==> config.mk <==
export PLATFORM = sky130hd
export DESIGN_NAME = i2c_datapath
export DESIGN_NICKNAME = d
export VERILOG_FILES = /design/src/rtl/i2c_datapath.sv
export SDC_FILE = /design/constraint.sdc
export NUM_CORES = 1
export LEC_CHECK = 0
export ABC_CLOCK_PERIOD_IN_PS = 2300
export BUFFER_PORTS_ARGS = -buffer_cell sky130_fd_sc_hd__buf_2
export CORE_ASPECT_RATIO = 1.1
export CORE_UTILIZATION = 53
export DETAILED_ROUTE_END_ITERATION = 8
export PLACE_DENSITY = 0.78
export SLEW_MARGIN = 20
export SYNTH_ARGS = -nofsm -noshare
export SYNTH_HDL_FRONTEND = slang
export SYNTH_SLANG_ARGS = --single-unit
==> constraint.sdc <==
create_clock -name clock -period 2.3 [get_ports clock]
set_clock_uncertainty 0.15 [all_clocks]
set_input_delay 0.115 -clock clock [delete_from_list [all_inputs] [get_ports clock]]
set_output_delay 0.115 -clock clock [all_outputs]
set_load 0.005 [all_outputs]
==> src/rtl/i2c_datapath.sv <==
// rtl/i2c_datapath.sv - bit-level I2C datapath: SCL divider, transmit shifter, SDA mux, ack capture
//
// Ports:
//   clock        in   system clock, rising edge
//   Reset        in   asynchronous, active-high
//   BaudEnable   in   1 = run SCL divider; 0 = SCL held high, divider cleared
//   WriteLoad    in   load WriteData into the shift register (highest priority)
//   ShiftorHold  in   one-cycle pulse: shift register left by one
//   Select       in   SDA source: 1 = shift register MSB, 0 = StartStopAck
//   StartStopAck in   SDA level when Select = 0
//   ReadOrWrite  in   1 = release SDA and sample the acknowledge on SCL rise
//   WriteData    in   byte to transmit
//   SDA_in       in   SDA pad input (asynchronous)
//   ClockI2C     out  registered SCL level
//   SDA_oe       out  1 = pull SDA low, 0 = release
//   SDA_level    out  registered intended SDA level
//   AckReceived  out  last captured acknowledge, 1 = slave pulled SDA low
//   AckValid     out  one-cycle pulse when AckReceived updates
//   ShiftData    out  current shift register contents

module i2c_datapath #(
  parameter int HALF_PERIOD = 500
) (
  input  logic       clock,
  input  logic       Reset,
  input  logic       BaudEnable,
  input  logic       WriteLoad,
  input  logic       ShiftorHold,
  input  logic       Select,
  input  logic       StartStopAck,
  input  logic       ReadOrWrite,
  input  logic [7:0] WriteData,
  input  logic       SDA_in,
  output logic       ClockI2C,
  output logic       SDA_oe,
  output logic       SDA_level,
  output logic       AckReceived,
  output logic       AckValid,
  output logic [7:0] ShiftData
);

  localparam logic [15:0] LP_DIV_MAX = 16'(HALF_PERIOD - 1);

  logic [15:0] r_div;
  logic        r_scl;
  logic [7:0]  r_shift;
  logic        r_sda_level;
  logic        r_sda_oe;
  logic        r_sync1;
  logic        r_sync2;
  logic        r_ack;
  logic        r_ack_valid;

  logic        w_div_wrap;
  logic        w_scl_rise;
  logic        w_level;

  // The toggle happens on the edge that ends this cycle; scl_rise marks the
  // cycle whose edge drives SCL from low to high.
  assign w_div_wrap = BaudEnable && (r_div == LP_DIV_MAX);
  assign w_scl_rise = w_div_wrap && !r_scl;

  // Reading releases the line regardless of the selected source.
  assign w_level = ReadOrWrite ? 1'b1 : (Select ? r_shift[7] : StartStopAck);

  // Baud divider and SCL; disabling discards any partial half-period.
  always_ff @(posedge clock or posedge Reset) begin
    if (Reset) begin
      r_div <= 16'd0;
      r_scl <= 1'b1;
    end else if (!BaudEnable) begin
      r_div <= 16'd0;
      r_scl <= 1'b1;
    end else if (w_div_wrap) begin
      r_div <= 16'd0;
      r_scl <= ~r_scl;
    end else begin
      r_div <= r_div + 16'd1;
    end
  end

  // Transmit shift register: load beats shift.
  always_ff @(posedge clock or posedge Reset) begin
    if (Reset) begin
      r_shift <= 8'h00;
    end else if (WriteLoad) begin
      r_shift <= WriteData;
    end else if (ShiftorHold) begin
      r_shift <= {r_shift[6:0], 1'b0};
    end
  end

  // Registered SDA drive; the pad itself is tied low, so oe is the inverse level.
  always_ff @(posedge clock or posedge Reset) begin
    if (Reset) begin
      r_sda_level <= 1'b1;
      r_sda_oe    <= 1'b0;
    end else begin
      r_sda_level <= w_level;
      r_sda_oe    <= ~w_level;
    end
  end

  // SDA input synchronizer and acknowledge capture. The captured value is
  // sticky across transfers until the next capture.
  always_ff @(posedge clock or posedge Reset) begin
    if (Reset) begin
      r_sync1     <= 1'b1;
      r_sync2     <= 1'b1;
      r_ack       <= 1'b0;
      r_ack_valid <= 1'b0;
    end else begin
      r_sync1     <= SDA_in;
      r_sync2     <= r_sync1;
      r_ack_valid <= 1'b0;
      if (ReadOrWrite && w_scl_rise) begin
        r_ack       <= ~r_sync2;
        r_ack_valid <= 1'b1;
      end
    end
  end

  assign ClockI2C    = r_scl;
  assign SDA_oe      = r_sda_oe;
  assign SDA_level   = r_sda_level;
  assign AckReceived = r_ack;
  assign AckValid    = r_ack_valid;
  assign ShiftData   = r_shift;

endmodule

Yosys cells after proc, flatten, opt, wreduce, memory -nomap -nowiden
Index checks and enable logic that the tools add are counted.
{ "op_classes": {"addsub": 1, "eq_ne": 2, "n_mux": 9, "bitwise_logic": 3, "reduce_logical": 5} }
{ "op_table": {"columns": ["cell", "n"], "rows": [
  ["$mux W16", 2],
  ["$add A16 B1 Y16 const B", 1],
  ["$eq A16 B9 Y1 const B", 1],
  ["$mux W8", 2],
  ["$mux W1", 5],
  ["$logic_and A1 B1 Y1", 3],
  ["$not A1 Y1", 3],
  ["$ne A2 B1 Y1 const B", 1],
  ["$reduce_bool A2 Y1", 1],
  ["$logic_not A1 Y1", 1]
]} }
{ "totals": {"reg_bits": 31, "in_bits": 17, "output_inout_bits": 13, "word_cells": 29} }

Depth between registers and ports, before layout
{ "logic_depth": {"depth_word": 5, "mapped_depth": 6, "ltp_nobuf": 5} }

Least setup slack after synthesis
OpenSTA, ideal clock, no wires.
{ "synth_path": {"path_kind": "register to register", "startpoint": "register r_div[0]", "endpoint": "register r_div[10]", "setup_time_ns": 0.121, "arrival_ns": 1.434, "t_required_ns": 2.029, "slack_ns": 0.595, "stages_incl_launch_ff": 7, "path_buffers": 1, "cell_sequence": "dfrtp_1 > ha_1 > nor4b_1 > nand4_1 > nand2_1 > buf_2 > nor2_1"} }
{ "synth_between": {"elab_chain_len": 4} }
{ "synth_rtl": {"columns": ["item", "line", "source"], "rows": [
  ["start: declaration", "44", "logic [15:0] r_div;"],
  ["start signal: assignment", "78", "r_div <= r_div + 16'd1;"],
  ["branches (longest 2 deep; another with $add A16 B1 Y16)", null, null],
  ["$mux W16 (*)", "74", "end else if (w_div_wrap) begin"],
  ["$mux W16 (*)", "71", "end else if (!BaudEnable) begin"]
]} }
Mark *: on every way between the ends.
A chain may end at the register's enable or synchronous reset.

Worst setup path after layout
{ "layout_path": {"startpoint": "register r_div[0]", "endpoint": "register r_div[15]"} }
The elaborated chain is that of the path after synthesis.

==> impl_metrics.tcl <==
set metrics [dict create \
    status "finished, final reports clean" \
    htreeDepth 2 \
    overflow 0 \
    crit_family "simple AND/OR/NAND/NOR gates" \
    layout_setup_ws_ns 0.259 \
    tightest_slew_ns 0.513 \
    cts_tree "built" \
    num_vias 1276 \
    dr.pass1.iters 4 \
    hold_viol 0 \
    cts_setup_buffers 0 \
    synth_nets 156 \
    place_hpwl_mm 1.93 \
    cts_resized 0 \
    drt-initial-drc-count 36 \
    clockBufferDepth 2 \
    ys_seq_area_share_pct 54.6 \
    gp_congestion 0.887 \
    hold_buffers 25 \
    crit_path_end_kind "register" \
    crit_fanout 15 \
    path_class "register to register" \
    slew_headroom_pct 65.7 \
    cp_data_arrival_time_ns 2.08 \
    rsz0062_at_grt "no" \
    cts_inserted_buffers 5 \
    num_rows 19 \
    antenna_found_initial 0 \
    ioPinCount 30 \
    clkTransAtPathRegs_ns 0.11 \
    hp-class "primary input to register" \
    cts-root-buf "clkbuf_4" \
    grt_pass1_vias 1283 \
    drv_slew 0 \
    grt_util_all_layers_pct 28.5 \
    drt-total-wl_mm 3.46 \
    synthCells 138 \
    leakage_nw 0.860 \
    diodes 0 \
    fillers 165 \
    ys_types 30 \
    p_per_area_nw_per_um2 644 \
    post-route-min-period_ns 2.04 \
    die_w_microns 51.5 \
    avgSynthCellArea_sq_um 10.4 \
    critPathLaunchType "register" \
    fmax_mhz 490 \
    ir_worst_vdd_mv 0.649 \
    die-area_sq_um 2910 \
    numPortBuffers 29 \
    crit_required_ns 2.34 \
    slowest_delay_ns 0.45 \
    final_cell_mix "buf_2, dfrtp_1, dlygate4sd3_1, nor2_1, nand2_1" \
    avgRoutedWirePerCell_microns 15.3 \
    grt_pass1_wl_mm 5.78 \
    total_power_mw 1.25 \
    grt_max_degree 32 \
    ys_ff_latch 31 \
    drc 0 \
    finalCritPeriodShare_pct 88.8 \
    ant_nets 0 \
    dp_slack_ns 0.301 \
    crit_slowest_cell "nand2_1" \
    vias_per_cell 5.62 \
    yosys_warnings 0 \
    layout-drive-gt1-share_pct 22.4 \
    cap_violations 0 \
    worst_skew_pair.late_latency_ns 0.34 \
    layout_commonest_cell "buf_2" \
    cp_cell_sequence "ha_1 > nor4b_1 > nand4_1 > nand2_1 > a21oi_1" \
    die_h_microns 56.5 \
    clkSinkCount 31 \
    final-setup-viol-count 0 \
    nets 213 \
    fin_setup_tns_ns 0 \
    areaGrowthSynthToFinish_pct 36.4 \
    core-area_sq_um 2520 \
    critPathBufInv 0 \
    initial_core_util_pct 56.7 \
    syn_area_sq_um 1430 \
]
power by group:
group	leakage [nW]	switching, mW	total, mW	internal (mW)
combinational	0.406	0.0585	0.133	0.0743
sequential	0.401	0.0202	0.591	0.571
clock	0.0525	0.192	0.531	0.339
total	0.860	0.270	1.25	0.984
routing by layer:
layer / wire [microns] / GRT usage, %
met1: 1300 / 29.3
met2: 1850 / 50.1
met3: 175 / 9.21
met4: 144 / 14.7
met5: 0 / 0
through the flow:
step | hold WS [ns] | cells | cell area (sq um) | util [%]
final | 0.0140 | 227 | 1950 | 77.4
after global routing | 0.0346 | 227 | 1950 | 77.4
after CTS | 0.00273 | 227 | 1950 | 77.4
after detailed placement | 0.0580 | 194 | 1600 | 63.4
after global placement | 0.0492 | 194 | 1600 | 63.4
after floorplan | -0.0305 | 138 | 1430 | -
layout make-up:
| class | count | area [sq um] | area share (%) |
|---|---|---|---|
| Sequential cell | 31 | 781 | 40.1 |
| Multi-Input combinational cell | 99 | 614 | 31.5 |
| Timing Repair Buffer | 55 | 403 | 20.7 |
| Clock inverter | 2 | 60.1 | 3.08 |
| Clock buffer | 6 | 41.3 | 2.12 |
| Tap cell | 31 | 38.8 | 1.99 |
| Inverter | 3 | 11.3 | 0.578 |
kinds of logic after synthesis:
family,after synthesis,synth area share (%)
DFF,31,54.6
and+or+nand+nor,63,23.4
buffers and inverters,8,2.36
AOI/OAI and AO/OA,15,5.87
muxes,7,4.90
adders and majority gates,1,0.876
xor gates and xnor gates,13,7.97
sequential cells by signal, indices dropped and copies added (netlist names):
register	count
SDA_oe	1
r_sync2	1
ShiftData	8
AckValid	1
SDA_level	1
ClockI2C	1
AckReceived	1
r_sync1	1
r_div	16
path summary, 6_finish.rpt:
check | from | cells past startpoint | end | slack [ns]
max reg2reg | r_div[0] | 5 | r_div[15] | 0.26
min reg2reg | r_sync1 | 0 | r_sync2 | 0.21
min | WriteLoad | 2 | ShiftData[7] | 0.01
max in group asynchronous | Reset | 4 | ClockI2C | 1.40
min in group asynchronous | Reset | 4 | r_div[2] | 0.27
max | r_div[0] | 5 | r_div[15] | 0.26
cell usage after synthesis, drive strengths merged:
cell / n / area, sq um
nor2: 16 / 60.1
nand2: 15 / 56.3
buf: 3 / 15.0
nor3: 2 / 10.0
o21ai: 10 / 50.1
nand3: 6 / 35.0
and3: 2 / 12.5
and4: 1 / 11.3
ha: 1 / 12.5
nor4b: 4 / 35.0
xnor2: 8 / 70.1
nor4: 3 / 18.8
inv: 3 / 11.3
or3: 1 / 7.51
xor2: 5 / 43.8
nor2b: 1 / 6.26
dfrtp: 27 / 676
a211o: 1 / 8.76
nand3b: 1 / 7.51
or2: 1 / 6.26
a21oi: 2 / 10.0
nand2b: 1 / 6.26
o31ai: 2 / 15.0
nor4bb: 1 / 10.0
clkbuf: 2 / 7.51
or4: 1 / 7.51
mux2i: 7 / 70.1
nand4: 7 / 43.8
dfstp: 4 / 105
Power figures use the tool's default switching activity.
